`src/rtl/bus_master.sv`:
```
// rtl/bus_master.sv - single-outstanding command-to-bus master with a programmable read wait.
// One command is in flight at a time; reads hold their response until it is consumed.
module bus_master #(
  parameter int unsigned READ_LATENCY = 1
) (
  input  logic        clk,
  input  logic        rst_n,
  input  logic        cmd_valid,
  output logic        cmd_ready,
  input  logic        cmd_we,
  input  logic [31:0] cmd_addr,
  input  logic [31:0] cmd_wdata,
  output logic        rsp_valid,
  input  logic        rsp_ready,
  output logic [31:0] rsp_rdata,
  output logic        bus_wr,
  output logic        bus_rd,
  output logic [31:0] bus_addr,
  output logic [31:0] bus_data_i,
  input  logic [31:0] bus_data_o,
  output logic [15:0] wr_count,
  output logic [15:0] rd_count
);

  typedef enum logic [2:0] {
    S_IDLE,
    S_WRITE,
    S_READ,
    S_WAIT,
    S_RESP
  } state_t;

  // WAIT runs READ_LATENCY cycles, so the counter starts one below it.
  localparam logic [3:0] LP_WAIT_INIT = (READ_LATENCY == 0) ? 4'd0 : 4'(READ_LATENCY - 1);

  state_t      r_state;
  logic [3:0]  r_wait_cnt;
  logic        r_cmd_ready;
  logic        r_rsp_valid;
  logic [31:0] r_rsp_rdata;
  logic        r_bus_wr;
  logic        r_bus_rd;
  logic [31:0] r_bus_addr;
  logic [31:0] r_bus_data;
  logic [15:0] r_wr_count;
  logic [15:0] r_rd_count;

  always_ff @(posedge clk) begin
    if (!rst_n) begin
      r_state     <= S_IDLE;
      r_wait_cnt  <= 4'd0;
      r_cmd_ready <= 1'b1;
      r_rsp_valid <= 1'b0;
      r_rsp_rdata <= 32'd0;
      r_bus_wr    <= 1'b0;
      r_bus_rd    <= 1'b0;
      r_bus_addr  <= 32'd0;
      r_bus_data  <= 32'd0;
      r_wr_count  <= 16'd0;
      r_rd_count  <= 16'd0;
    end else begin
      r_bus_wr <= 1'b0;
      r_bus_rd <= 1'b0;
      case (r_state)
        S_IDLE: begin
          if (cmd_valid && r_cmd_ready) begin
            r_cmd_ready <= 1'b0;
            r_bus_addr  <= cmd_addr;
            if (cmd_we) begin
              r_bus_wr   <= 1'b1;
              r_bus_data <= cmd_wdata;
              r_state    <= S_WRITE;
            end else begin
              r_bus_rd <= 1'b1;
              r_state  <= S_READ;
            end
          end
        end
        S_WRITE: begin
          r_wr_count  <= r_wr_count + 16'd1;
          r_cmd_ready <= 1'b1;
          r_state     <= S_IDLE;
        end
        S_READ: begin
          r_rd_count <= r_rd_count + 16'd1;
          if (READ_LATENCY == 0) begin
            r_rsp_rdata <= bus_data_o;
            r_rsp_valid <= 1'b1;
            r_state     <= S_RESP;
          end else begin
            r_wait_cnt <= LP_WAIT_INIT;
            r_state    <= S_WAIT;
          end
        end
        S_WAIT: begin
          if (r_wait_cnt == 4'd0) begin
            r_rsp_rdata <= bus_data_o;
            r_rsp_valid <= 1'b1;
            r_state     <= S_RESP;
          end else begin
            r_wait_cnt <= r_wait_cnt - 4'd1;
          end
        end
        S_RESP: begin
          if (rsp_ready) begin
            r_rsp_valid <= 1'b0;
            r_cmd_ready <= 1'b1;
            r_state     <= S_IDLE;
          end
        end
        default: begin
          r_cmd_ready <= 1'b1;
          r_rsp_valid <= 1'b0;
          r_state     <= S_IDLE;
        end
      endcase
    end
  end

  assign cmd_ready  = r_cmd_ready;
  assign rsp_valid  = r_rsp_valid;
  assign rsp_rdata  = r_rsp_rdata;
  assign bus_wr     = r_bus_wr;
  assign bus_rd     = r_bus_rd;
  assign bus_addr   = r_bus_addr;
  assign bus_data_i = r_bus_data;
  assign wr_count   = r_wr_count;
  assign rd_count   = r_rd_count;

endmodule

```
`config.mk`:
```
export PLATFORM = sky130hd
export DESIGN_NAME = bus_master
export DESIGN_NICKNAME = d
export VERILOG_FILES = /design/src/rtl/bus_master.sv
export SDC_FILE = /design/constraint.sdc
export NUM_CORES = 1
export LEC_CHECK = 0
export CAP_MARGIN = 20
export CELL_PAD_IN_SITES_DETAIL_PLACEMENT = 1
export CELL_PAD_IN_SITES_GLOBAL_PLACEMENT = 2
export CORE_MARGIN = 4
export CORE_UTILIZATION = 23
export CTS_CLUSTER_SIZE = 40
export DETAILED_ROUTE_END_ITERATION = 7
export GPL_TIMING_DRIVEN = 0
export PLACE_DENSITY = 0.88
export SYNTH_ARGS = -nofsm -noshare
export SYNTH_HDL_FRONTEND = slang
export SYNTH_SLANG_ARGS = --single-unit
```
`constraint.sdc`:
```
create_clock -name clk -period 2.35 [get_ports clk]
set_input_delay 0.3525 -clock clk [delete_from_list [all_inputs] [get_ports clk]]
set_output_delay 0.3525 -clock clk [all_outputs]
set_load 0.02 [all_outputs]
```
* After elaboration in Yosys (flattened, before gate mapping)
Index checks and enable logic that the tools add are counted.
** Word-level totals
- Register bits :: 139
- Output and inout port bits :: 132
- Logic and storage cells :: 53
** Cells by class
- Add/sub/neg operators :: 3
- Eq/ne operators :: 8
- Multiplexer cells :: 15
- Bitwise gates (word level) :: 2
- Reductions and logical operators :: 14
** Operators by type and width (count)
- $add 16x1->16 const B :: 2
- $reduce_and 3->1 :: 5
- $pmux 3 s4 :: 1
- $mux 3 :: 3
- $ne 2x2->1 const B :: 4
- $pmux 4 s2 :: 1
- $eq 3x2->1 const B :: 2
- $mux 1 :: 6
- $pmux 1 s3 :: 2
- $reduce_and 2->1 :: 3
- $logic_not 4->1 :: 1
- $mux 4 :: 1
- $sub 4x1->4 const B :: 1
- $eq 3x1->1 const B :: 1
- $eq 3x3->1 const B :: 1
- $logic_not 3->1 :: 1
- $reduce_or 3->1 :: 1
- $mux 2 :: 1
- $not 1->1 :: 2
- $reduce_bool 2->1 :: 1
- $reduce_or 2->1 :: 1
- $logic_and 1x1->1 :: 1

* Depth between registers and ports, before layout
- Depth in word-level cells :: 4
- Depth in mapped cells :: 8
- Mapped depth without buffers :: 6

* Least setup slack after synthesis
Ideal clock, no wire load.
- Path kind :: reg2reg
- From :: register r_wr_count[3], in the netlist wr_count[3]
- To :: register r_wr_count[15], in the netlist wr_count[15]
- Arrival time :: 1.682 ns
- Slack :: 0.597 ns
- Cell stages (with the launch flop) :: 5
- Path buffers :: 0
- Period minus slack after synthesis :: 1.753 ns
- Cells stage by stage :: dfxtp_1 -> nand4_2 -> or3_1 -> or4_1 -> a21oi_1
** Between the ends
- Cells in the longest elaborated chain, start to end :: 1
** RTL lines
- start: declaration :: line 45 : logic [15:0] r_wr_count;
- start signal: assignment :: line 80 : r_wr_count <= r_wr_count + 16'd1;
- $add 16x1->16 :: line 80
Every way passes these cells.
A chain may end at the register's enable or synchronous reset.

* Worst setup path after layout
- From :: register r_state[1]
- To :: register r_rsp_rdata[17], in the netlist rsp_rdata[17]
** Between the ends
- Cells in the longest elaborated chain, start to end :: 2
** RTL lines
- start: declaration :: line 36 : state_t r_state;
- start signal: assignment :: line 50 : r_state <= S_IDLE;
- start signal: assignment :: line 72 : r_state <= S_WRITE;
- start signal: assignment :: line 75 : r_state <= S_READ;
- $eq 3x2->1 :: line 64 : case (r_state)
- $reduce_and 2->1 (no line)
- end signal: assignment :: line 87 : r_rsp_rdata <= bus_data_o;
- end signal: assignment :: line 97 : r_rsp_rdata <= bus_data_o;
- end: declaration :: line 40 : logic [31:0] r_rsp_rdata;
Every way passes these cells.

==> metrics.txt <==
# TYPE chip_impl_metric gauge
chip_impl_info{name="status",value="finished clean"} 1
chip_impl_metric{name="antenna_left",unit=""} 0
chip_impl_metric{name="die_height",unit="um"} 159
chip_impl_metric{name="numPortBuffers",unit=""} 231
chip_impl_metric{name="share_seq_of_total_power",unit=""} 0.403
chip_impl_metric{name="detail_route.first_pass.iterations",unit=""} 4
chip_impl_metric{name="initial_utilization",unit=""} 0.233
chip_impl_metric{name="fin_setup_tns",unit="ns"} 0
chip_impl_metric{name="p_int",unit="uW"} 4590
chip_impl_metric{name="finClkSkew",unit="ns"} 0.00814
chip_impl_metric{name="p_leak",unit="uW"} 0.00300
chip_impl_metric{name="worstPathBufferInverterCount",unit=""} 3
chip_impl_metric{name="initialDrtViolationCount",unit=""} 165
chip_impl_metric{name="timing.critical_path.required",unit="ns"} 2.62
chip_impl_metric{name="fin_hold_ws",unit="ns"} 0.300
chip_impl_metric{name="clock_slew_at_the_register_clock_pins_of_the_worst_setup_and_hold_paths",unit="ns"} 0.06
chip_impl_metric{name="grt_pass1_vias",unit=""} 5529
chip_impl_info{name="cts_tree",value="yes"} 1
chip_impl_metric{name="crit_path_max_incr_delay",unit="ns"} 0.39
chip_impl_metric{name="num-fill-cells",unit=""} 2668
chip_impl_metric{name="via_count",unit=""} 5333
chip_impl_metric{name="layout_cells_sized_above_1",unit=""} 0.0592
chip_impl_metric{name="number_of_failing_setup_endpoints_in_the_final_timing_report",unit=""} 0
chip_impl_metric{name="grt_pass1_wl",unit="mm"} 31.3
chip_impl_metric{name="yosys.area.top_type_share",unit=""} 0.529
chip_impl_metric{name="core",unit="um^2"} 22600
chip_impl_metric{name="seqCellArea",unit="um^2"} 2780
chip_impl_metric{name="standard_cell_rows",unit=""} 55
chip_impl_metric{name="share_clk_of_total_power",unit=""} 0.460
chip_impl_metric{name="maxCapViolations",unit=""} 0
chip_impl_metric{name="route.detailed.wl_per_inst",unit="um"} 16.3
chip_impl_metric{name="nNetsFinal",unit=""} 1004
chip_impl_metric{name="htree_num_levels",unit=""} 4
chip_impl_metric{name="ctsLongestPathBuffers",unit=""} 2
chip_impl_metric{name="sw_frac_of_total",unit=""} 0.264
chip_impl_metric{name="avgSynthCellArea",unit="um^2"} 8.10
chip_impl_info{name="top_ff_cell_synth",value="dfxtp_1"} 1
chip_impl_metric{name="clkSinkCount",unit=""} 139
chip_impl_metric{name="grt_max_degree",unit=""} 17
chip_impl_metric{name="comb_power_share",unit=""} 0.137
chip_impl_info{name="synth_largest_area_cell",value="dfxtp_1"} 1
chip_impl_metric{name="timing.critical_path.fanout_max",unit=""} 10
chip_impl_metric{name="cts-buffers-inserted",unit=""} 17
chip_impl_metric{name="detailed_place_hpwl",unit="mm"} 14.5
chip_impl_metric{name="synth_fp_nets",unit=""} 754
chip_impl_metric{name="max_slew.worst_pin.slew",unit="ns"} 0.692
chip_impl_info{name="rsz0062_at_grt",value="no"} 1
chip_impl_metric{name="area.growth.synth_to_final",unit="%"} 62.7
chip_impl_metric{name="postcts_resize_cnt",unit=""} 0
chip_impl_metric{name="async_flop_share",unit=""} 0
chip_impl_metric{name="final_estimated_routing_congestion_in_global_placement",unit=""} 0.738
chip_impl_metric{name="ys.warnings.count",unit=""} 0
chip_impl_metric{name="route.detailed.drc",unit=""} 0
chip_impl_metric{name="timing.slew.headroom",unit=""} 0.539
chip_impl_metric{name="syn_inst",unit=""} 649
chip_impl_metric{name="synth.distinct_cells",unit=""} 41
chip_impl_metric{name="post-cts-setup-buffer-count",unit=""} 0
chip_impl_metric{name="clkLatencyLatePin",unit="ns"} 0.42
chip_impl_metric{name="fin_crit_sh",unit=""} 0.874
chip_impl_info{name="critPathCaptureType",value="flip-flop"} 1
chip_impl_info{name="crit_path_frequent_cell",value="clkbuf_1"} 1
chip_impl_metric{name="grt_antenna_before_repair",unit=""} 1
chip_impl_metric{name="worstPathArrival",unit="ns"} 2.33
chip_impl_info{name="clock_tree.root_cell",value="clkbuf_16"} 1
chip_impl_metric{name="dieWidth",unit="um"} 159
chip_impl_metric{name="worst_ir_drop_vdd",unit="mV"} 0.418
chip_impl_metric{name="number_of_enable_type_register_cells_in_the_synthesized_netlist",unit=""} 0
chip_impl_metric{name="synth.cell_area",unit="um^2"} 5260
chip_impl_metric{name="final_hold_viol_count",unit=""} 0
chip_impl_metric{name="clock.fmax",unit="MHz"} 487
chip_impl_metric{name="avg_vias_per_cell",unit=""} 4.45
chip_impl_metric{name="power_per_cell_area",unit="nW/um^2"} 729
chip_impl_metric{name="grt_overflow_total",unit=""} 0
chip_impl_info{name="hold_class",value="primary input to flip-flop"} 1
chip_impl_info{name="cp_slowest_cell",value="clkbuf_1"} 1
chip_impl_metric{name="placed_area",unit="um^2"} 7930
chip_impl_metric{name="routed_wl",unit="mm"} 19.5
chip_impl_metric{name="num_io_pins",unit=""} 233
chip_impl_info{name="ys_top_cells_by_area",value="dfxtp_1, nand2_1, a21oi_1"} 1
chip_impl_info{name="cp-start-kind",value="flip-flop"} 1
chip_impl_metric{name="net_switching_power_figure",unit="uW"} 1650
chip_impl_metric{name="fin_crit",unit="ns"} 2.05
chip_impl_metric{name="multiInputGateArea",unit="um^2"} 2270
chip_impl_metric{name="dieArea",unit="um^2"} 25300
chip_impl_info{name="timing_worst_setup_path_type",value="flip-flop to flip-flop"} 1
chip_impl_metric{name="final-max-slew-violation-count",unit=""} 0
chip_impl_metric{name="grt_use_total",unit=""} 0.154
chip_impl_info{name="path_cells",value="buf_2 -> and2b_1 -> clkbuf_1 -> nand3_1 -> clkbuf_1 -> nand2_1 -> a21oi_1"} 1
chip_impl_metric{name="cts_hold_repair.buffers",unit=""} 0
chip_impl_info{name="timing.critical_path.max_delay_family",value="buffers and inverters"} 1
chip_impl_metric{name="synth-seq-area-share",unit=""} 0.529
chip_impl_metric{name="postSynthRegisterBits",unit=""} 139
chip_impl_metric{name="finish.instance_area",unit="um^2"} 8560
cell usage in the layout, fill, tap and decap left out, types with 4 or more instances in the layout:
cell type        synthesis  final
clkbuf_1                26     26
clkinvlp_4               0      4
inv_1                    6      6
clkbuf_16                0     17
and3_1                   5      5
inv_6                    0      5
a21oi_1                111    111
nor2_1                  28     28
nor3_1                   7      7
nand3_1                 15     15
xnor2_1                  7      7
or3_1                   10     10
nand2_1                210    210
buf_2                   14     14
nand4_1                  9      9
dfxtp_1                139    139
o21ai_0                 11     11
clkdlybuf4s50_1          0    231
ha_1                     4      4
xor2_1                  13     13
stage by stage:
step / util / std cells / setup slack (ns) / total power (uW)
floorplan: - / 649 / 0.597 / 2950
global placement: 0.351 / 1165 / 0.169 / 3420
detailed placement: 0.351 / 1165 / 0.176 / 3430
CTS: 0.379 / 1197 / 0.205 / 6350
global route: 0.379 / 1198 / 0.0992 / 6540
finish: 0.379 / 1198 / 0.297 / 6240
power by group through the flow:
| stage | Combinational, uW | Sequential, uW | Clock, uW |
|---|---|---|---|
| 6_report | 853 | 2510 | 2870 |
| 5_1_grt | 932 | 2530 | 3080 |
| 4_1_cts | 870 | 2510 | 2970 |
| 3_5_place_dp | 863 | 2570 | 0 |
| 3_3_place_gp | 857 | 2560 | 0 |
| 2_1_floorplan | 281 | 2670 | 0 |
cells in the mapped netlist (2+ instances only):
cell and count:
nand3_1 15, ha_1 4, and2_1 2, nor2_1 28, nor3_1 7, dfxtp_1 139
nand2_1 210, and3_1 5, nand4_1 9, or3_1 10, clkbuf_1 26, buf_1 2
xnor2_1 7, buf_2 14, mux2i_1 3, a21oi_1 111, and4_1 3, nand2b_1 3
xor2_1 13, inv_1 6, o21ai_0 11, nand4_2 2
path summary, 6_finish.rpt:
kind / start / cells past startpoint / end / slack [ns]
min reg2reg: bus_addr[10] / 2 / bus_addr[10] / 0.45
min: rst_n / 2 / cmd_ready / 0.30
max: r_state[1] / 7 / rsp_rdata[17] / 0.30
max reg2reg: r_state[1] / 7 / rsp_rdata[17] / 0.30
cell families after synthesis:
kind of cell | Yosys count | synth area share
flip-flops | 139 | 0.529
buffers and inverters | 50 | 0.0404
AND/OR/NAND/NOR | 307 | 0.260
adder cells (fa/ha/maj) | 4 | 0.00952
XOR/XNOR | 20 | 0.0333
AO/OA/AOI/OAI | 126 | 0.122
multiplexers | 3 | 0.00571
worst register-to-register path, delay by kind of cell (launching register included):
family / cells / cell delay, ns
DFF: 1 / 0.33
buffers and inverters: 3 / 0.90
and+or+nand+nor: 3 / 0.62
AOI/OAI and AO/OA: 1 / 0.07
registers in the layout, indices dropped and copies added, names as in the netlist:
signal and flops:
bus_addr 32, bus_data_i 32, bus_rd 1, bus_wr 1
cmd_ready 1, r_state 3, r_wait_cnt 4, rd_count 16
rsp_rdata 32, rsp_valid 1, wr_count 16
layout make-up:
class	instances	share of cell area
clock buffers	18	0.0513
repair buffers	231	0.270
multi-input cells	460	0.265
inverters	7	0.00307
flip-flops and latches	139	0.325
well taps	285	0.0417
plain buffers	43	0.0218
clock inverters	14	0.0215
diodes	1	0.000292
layer usage:
metal,share of wire,track usage,vias up
met5,0,0,-
met4,0.0088,0.0355,0
met3,0.073,0.0634,12
met2,0.47,0.251,161
met1,0.45,0.191,2508
li1,-,-,2652
(Power assumes the default switching activity.)
